--- config.mk ---
export PLATFORM = sky130hd
export DESIGN_NAME = msi001_cfg_seq_flat
export DESIGN_NICKNAME = d
export VERILOG_FILES = /design/src/rtl/msi001_cfg_seq_if.sv /design/src/rtl/msi001_cfg_seq.sv /design/src/flat_wrapper.sv
export SDC_FILE = /design/constraint.sdc
export NUM_CORES = 1
export LEC_CHECK = 0
export ABC_CLOCK_PERIOD_IN_PS = 4250
export BUFFER_PORTS_ARGS = -buffer_cell sky130_fd_sc_hd__buf_2
export CAP_MARGIN = 20
export CELL_PAD_IN_SITES_DETAIL_PLACEMENT = 1
export CELL_PAD_IN_SITES_GLOBAL_PLACEMENT = 1
export CORE_MARGIN = 2
export CORE_UTILIZATION = 55
export CTS_CLUSTER_DIAMETER = 50
export DETAILED_ROUTE_END_ITERATION = 6
export GPL_TIMING_DRIVEN = 0
export PLACE_DENSITY = 0.82
export SETUP_SLACK_MARGIN = 0.5
export SLEW_MARGIN = 20
export SYNTH_ARGS = -nofsm -noshare
export SYNTH_HDL_FRONTEND = slang
export SYNTH_SLANG_ARGS = --single-unit
--- constraint.sdc ---
create_clock -name clk -period 4.25 [get_ports clk]
set_input_delay 0 -clock clk [delete_from_list [all_inputs] [get_ports clk]]
set_output_delay 0 -clock clk [all_outputs]
set_load 0.1 [all_outputs]
--- src/rtl/msi001_cfg_seq_if.sv ---
// Host-side bundle for the MSI001 config sequencer: table write port,
// sequence control and the word stream toward the SPI serializer.
interface msi001_cfg_seq_if #(
  parameter int ADDR_W = 3,
  parameter int DATA_W = 24
);
  logic              wr_en;
  logic [ADDR_W-1:0] wr_addr;
  logic [DATA_W-1:0] wr_data;
  logic [ADDR_W:0]   word_cnt;
  logic [7:0]        gap_cycles;
  logic              start;
  logic [DATA_W-1:0] spi_word;
  logic              spi_valid;
  logic              spi_ready;
  logic              busy;
  logic              done;

  modport master (
    output wr_en, wr_addr, wr_data, word_cnt, gap_cycles, start, spi_ready,
    input  spi_word, spi_valid, busy, done
  );

  modport slave (
    input  wr_en, wr_addr, wr_data, word_cnt, gap_cycles, start, spi_ready,
    output spi_word, spi_valid, busy, done
  );
endinterface

--- src/rtl/msi001_cfg_seq.sv ---
// MSI001 register-table sequencer: holds up to 2**ADDR_W words and streams the
// first word_cnt of them to the SPI serializer with a programmable idle gap.
module msi001_cfg_seq #(
  parameter int ADDR_W = 3,
  parameter int DATA_W = 24
) (
  input logic              clk,
  input logic              reset_n,
  msi001_cfg_seq_if.slave  bus
);
  localparam int DEPTH = 1 << ADDR_W;
  localparam logic [ADDR_W:0] DEPTH_C = {1'b1, {ADDR_W{1'b0}}};

  typedef enum logic [2:0] {IDLE, LOAD, SEND, GAP, FIN} state_t;

  state_t            state;
  logic [DATA_W-1:0] table_q [DEPTH];
  logic [ADDR_W-1:0] idx;
  logic [ADDR_W:0]   cnt_q;
  logic [7:0]        gap_q;
  logic [7:0]        gap_cnt;
  logic              start_q;
  logic [DATA_W-1:0] spi_word_q;
  logic              spi_valid_q;
  logic              busy_q;
  logic              done_q;
  logic [ADDR_W:0]   cnt_clip;
  logic              last;

  assign cnt_clip = (bus.word_cnt > DEPTH_C) ? DEPTH_C : bus.word_cnt;
  assign last     = ({1'b0, idx} == (cnt_q - (ADDR_W+1)'(1)));

  assign bus.spi_word  = spi_word_q;
  assign bus.spi_valid = spi_valid_q;
  assign bus.busy      = busy_q;
  assign bus.done      = done_q;

  always_ff @(posedge clk or negedge reset_n) begin
    if (!reset_n) begin
      for (int i = 0; i < DEPTH; i++) table_q[i] <= '0;
    end else if (bus.wr_en && !busy_q) begin
      table_q[bus.wr_addr] <= bus.wr_data;
    end
  end

  // A start is captured into start_q together with count/gap; the following
  // edge launches the sequence, so the first word is valid two edges later.
  always_ff @(posedge clk or negedge reset_n) begin
    if (!reset_n) begin
      state       <= IDLE;
      idx         <= '0;
      cnt_q       <= '0;
      gap_q       <= '0;
      gap_cnt     <= '0;
      start_q     <= 1'b0;
      spi_word_q  <= '0;
      spi_valid_q <= 1'b0;
      busy_q      <= 1'b0;
      done_q      <= 1'b0;
    end else begin
      case (state)
        IDLE: begin
          if (start_q) begin
            start_q <= 1'b0;
            idx     <= '0;
            busy_q  <= 1'b1;
            if (cnt_q == '0) begin
              state  <= FIN;
              done_q <= 1'b1;
            end else begin
              state <= LOAD;
            end
          end else if (bus.start) begin
            cnt_q   <= cnt_clip;
            gap_q   <= bus.gap_cycles;
            start_q <= 1'b1;
          end
        end
        LOAD: begin
          spi_word_q  <= table_q[idx];
          spi_valid_q <= 1'b1;
          state       <= SEND;
        end
        SEND: begin
          if (bus.spi_ready) begin
            spi_valid_q <= 1'b0;
            if (last) begin
              state  <= FIN;
              done_q <= 1'b1;
            end else begin
              idx <= idx + 1'b1;
              if (gap_q != 8'd0) begin
                state   <= GAP;
                gap_cnt <= gap_q;
              end else begin
                state <= LOAD;
              end
            end
          end
        end
        GAP: begin
          if (gap_cnt == 8'd1) begin
            gap_cnt <= 8'd0;
            state   <= LOAD;
          end else begin
            gap_cnt <= gap_cnt - 8'd1;
          end
        end
        FIN: begin
          done_q <= 1'b0;
          busy_q <= 1'b0;
          state  <= IDLE;
        end
        default: begin
          state       <= IDLE;
          spi_valid_q <= 1'b0;
          busy_q      <= 1'b0;
          done_q      <= 1'b0;
        end
      endcase
    end
  end
endmodule
--- src/flat_wrapper.sv ---
// flat-port wrapper written by rule: the top's interface ports become plain ports
module msi001_cfg_seq_flat 
#(
  parameter int ADDR_W = 3,
  parameter int DATA_W = 24
)
  (clk, reset_n, bus_wr_en, bus_wr_addr, bus_wr_data, bus_word_cnt, bus_gap_cycles, bus_start, bus_spi_ready, bus_spi_word, bus_spi_valid, bus_busy, bus_done);
  msi001_cfg_seq_if #(.ADDR_W(ADDR_W), .DATA_W(DATA_W)) bus_i ();
  input logic clk;
  input logic reset_n;
  input wire logic [$bits(bus_i.wr_en)-1:0] bus_wr_en;
  input wire logic [$bits(bus_i.wr_addr)-1:0] bus_wr_addr;
  input wire logic [$bits(bus_i.wr_data)-1:0] bus_wr_data;
  input wire logic [$bits(bus_i.word_cnt)-1:0] bus_word_cnt;
  input wire logic [$bits(bus_i.gap_cycles)-1:0] bus_gap_cycles;
  input wire logic [$bits(bus_i.start)-1:0] bus_start;
  input wire logic [$bits(bus_i.spi_ready)-1:0] bus_spi_ready;
  output wire logic [$bits(bus_i.spi_word)-1:0] bus_spi_word;
  output wire logic [$bits(bus_i.spi_valid)-1:0] bus_spi_valid;
  output wire logic [$bits(bus_i.busy)-1:0] bus_busy;
  output wire logic [$bits(bus_i.done)-1:0] bus_done;
  assign bus_i.wr_en = bus_wr_en;
  assign bus_i.wr_addr = bus_wr_addr;
  assign bus_i.wr_data = bus_wr_data;
  assign bus_i.word_cnt = bus_word_cnt;
  assign bus_i.gap_cycles = bus_gap_cycles;
  assign bus_i.start = bus_start;
  assign bus_i.spi_ready = bus_spi_ready;
  assign bus_spi_word = bus_i.spi_word;
  assign bus_spi_valid = bus_i.spi_valid;
  assign bus_busy = bus_i.busy;
  assign bus_done = bus_i.done;
  msi001_cfg_seq #(.ADDR_W(ADDR_W), .DATA_W(DATA_W)) u_core (.clk(clk), .reset_n(reset_n), .bus(bus_i));
endmodule
==> out/results.txt <==
DRC viols - 0
post-route cell area - 13200 sq um
Slew headroom - 0.357
clock tree buffer depth - 3
Max Slew Vio Count - 0
Core Area - 19500 sq um
Cell Int Power - 7100 uW
Clock Sinks - 246
Post-DRT Antenna Nets - 0
Register Area - 6160 sq um
Sw Share - 0.385
H-tree Lvls - 1
Total GRT Usage - 0.305
Startpoint Class - register
CTS root buffer - clkbuf_16
Post-DP HPWL - 19100 microns
max cap viols - 0
Ant. Diodes - 0
status - finished clean
Max Fanout on Critical Path - 10
fin crit period - 2.39 ns
Synth async-reset ratio - 1.00
Worst Max-Slew Pin Slew - 0.964 ns
Worst VDD drop - 0.000610 V
min-delay worst type - in -> async
largest cells by area after synthesis - dfrtp_1, mux2_2, mux4_2
Final Cycle Share - 0.562
sequential area share after synthesis - 0.559
final-report hold violation count - 0
Top FF cell, synth - dfrtp_1
die span in y - 146 microns
Yosys Warn Count - 0
initial DRC count - 467
Crit path required time - 4.67 ns
Sw Pwr - 4440 uW
post-route setup slack - 1.86 ns
DIE AREA - 21200 sq um
Netlist cell types - 53
clock network power share - 0.238
CTS buffer count - 29
largest net degree at the start of global routing - 97
via count - 7280
Ports - 71
Initial Utilization - 0.564
syn avg cell area - 14.8 sq um
cell count after synthesis - 746
unrepaired setup endpoints after global routing - no
Layout Nets - 934
Area Overhead vs Synth - 19.8%
syn nets - 795
Pre-antenna DRT Iters - 5
Post-Syn Area - 11000 sq um
critical path class - reg -> reg
Leak - 0.00567 uW
first-pass GRT wire length - 49500 microns
CTS tree - done
Seq pwr share - 0.376
Multi-input gate area - 4590 sq um
placer congestion estimate - 0.825
leading area contributor after synthesis - dfrtp_1
dpl ws - 1.97 ns
final setup vio count - 0
WL/cell - 27.0 microns
worst-case clock skew - 0.0126 ns
CP Capture Type - register
Synth Register Bits - 246
I/O Buffers - 68
Commonest cells post-synth - dfrtp_1, mux2_2, mux4_2
Clock Pin Slew Worst Setup and Hold Paths - 0.06 ns
layout cells sized above 1 - 0.437
top-count cell post-synth - dfrtp_1
Synth top area share - 0.559
final core utilization - 0.676
placed cell area - 11800 sq um
Worst-Skew Late Latency - 0.55 ns
Row Count - 51
Post-synth EDFFs - 0
die span in x - 146 microns
combinational share of power - 0.386
number of global-route vias before repair - 8369
Pwr per Cell Area - 875 nW/um^2
GRT overflow - 0
final WL - 31600 microns
Max Freq - 419 MHz
CP Data Arrival Time - 2.81 ns
Vias/cell - 6.21
initial antenna violation count - 0
fill count - 1794
worst paths after layout:
path	startpoint	end	slack, ns	cells after the start
setup / recovery	u_core.bus.busy$_DFFE_PN0P_	u_core.table_q[52]$_DFFE_PN0P_	1.86	5
setup reg to reg	u_core.bus.busy$_DFFE_PN0P_	u_core.table_q[52]$_DFFE_PN0P_	1.86	5
min in group clk	bus_start	u_core.gap_q[3]$_DFFE_PN0P_	0.14	3
max in group asynchronous	reset_n	u_core.table_q[156]$_DFFE_PN0P_	2.90	4
hold / removal	reset_n	u_core.bus.spi_word[7]$_DFFE_PN0P_	0.08	2
hold reg to reg	u_core.table_q[122]$_DFFE_PN0P_	u_core.table_q[122]$_DFFE_PN0P_	0.50	1
layout make-up:
class	instances	area share
sequential	246	0.467
multi-input combinational	442	0.348
clock buffer	36	0.0608
timing repair buffer	108	0.0596
tap	265	0.0251
clock inverter	17	0.0197
buffer	47	0.0172
inverter	11	0.00313
power by group through the flow:
stage               combinational, uW  clock (uW)  sequential, uW
finish                           4460        2750            4340
global route                     4720        2860            4440
CTS                              4430        2760            4270
detailed placement               4320           0            4270
global placement                 4090           0            4070
floorplan                        2470           0            4920
per-layer routing:
layer | wire length [microns] | GRT usage
met4 | 929 | 0.101
met2 | 16500 | 0.540
met5 | 0 | 0
met1 | 12500 | 0.387
met3 | 1620 | 0.0473
metrics by stage:
step / hold slack (ns) / std cells / TNS (ns) / power [uW]
finish: 0.0831 / 1172 / 0 / 11500
global route: 0.136 / 1172 / 0 / 12000
CTS: 0.101 / 1172 / 0 / 11500
detailed placement: 0.0686 / 1081 / 0 / 8590
global placement: 0.233 / 1079 / -182.82 / 8160
floorplan: -0.296 / 746 / 0 / 7380
state kept, by name, summed over array words and instances, names as in the netlist:
name                  flops
u_core.bus.spi_valid      1
u_core.cnt_q              4
u_core.start_q            1
u_core.bus.spi_word      24
u_core.gap_cnt            8
u_core.table_q          192
u_core.bus.busy           1
u_core.bus.done           1
u_core.state              3
u_core.idx                3
u_core.gap_q              8
cell families after synthesis:
kind of cell               share of synthesized area
adders and majority gates                    0.00568
AOI/OAI and AO/OA                             0.0398
and+or+nand+nor                               0.0408
xor gates and xnor gates                     0.00239
buffers and inverters                         0.0243
DFF                                            0.559
muxes                                          0.328
critical path, cell delays in order, from the launching register on:
cell	delay, ns
dfrtp_1	0.41
nor3b_1	0.55
and3_1	0.24
clkbuf_1	0.38
buf_4	0.31
mux2_2	0.37
timing repair:
| action | in CTS | in global routing |
|---|---|---|
| resized for setup | 0 | 0 |
| hold buffers | 38 | 0 |
| endpoints found under the hold margin | 296 | 0 |
| buffers inserted | 0 | 0 |
cells in the final DEF (no fill, tap or decap), types with 11 or more instances in the layout:
cell,netlist,routed
inv_1,11,11
mux2i_1,27,27
a21oi_1,29,29
nand2_1,17,17
mux4_2,48,48
dlygate4sd3_1,0,38
buf_2,21,88
nor2_1,32,32
clkbuf_1,18,20
dfrtp_1,246,246
clkbuf_16,0,29
mux2_2,196,196
Power figures use the tool's default switching activity.
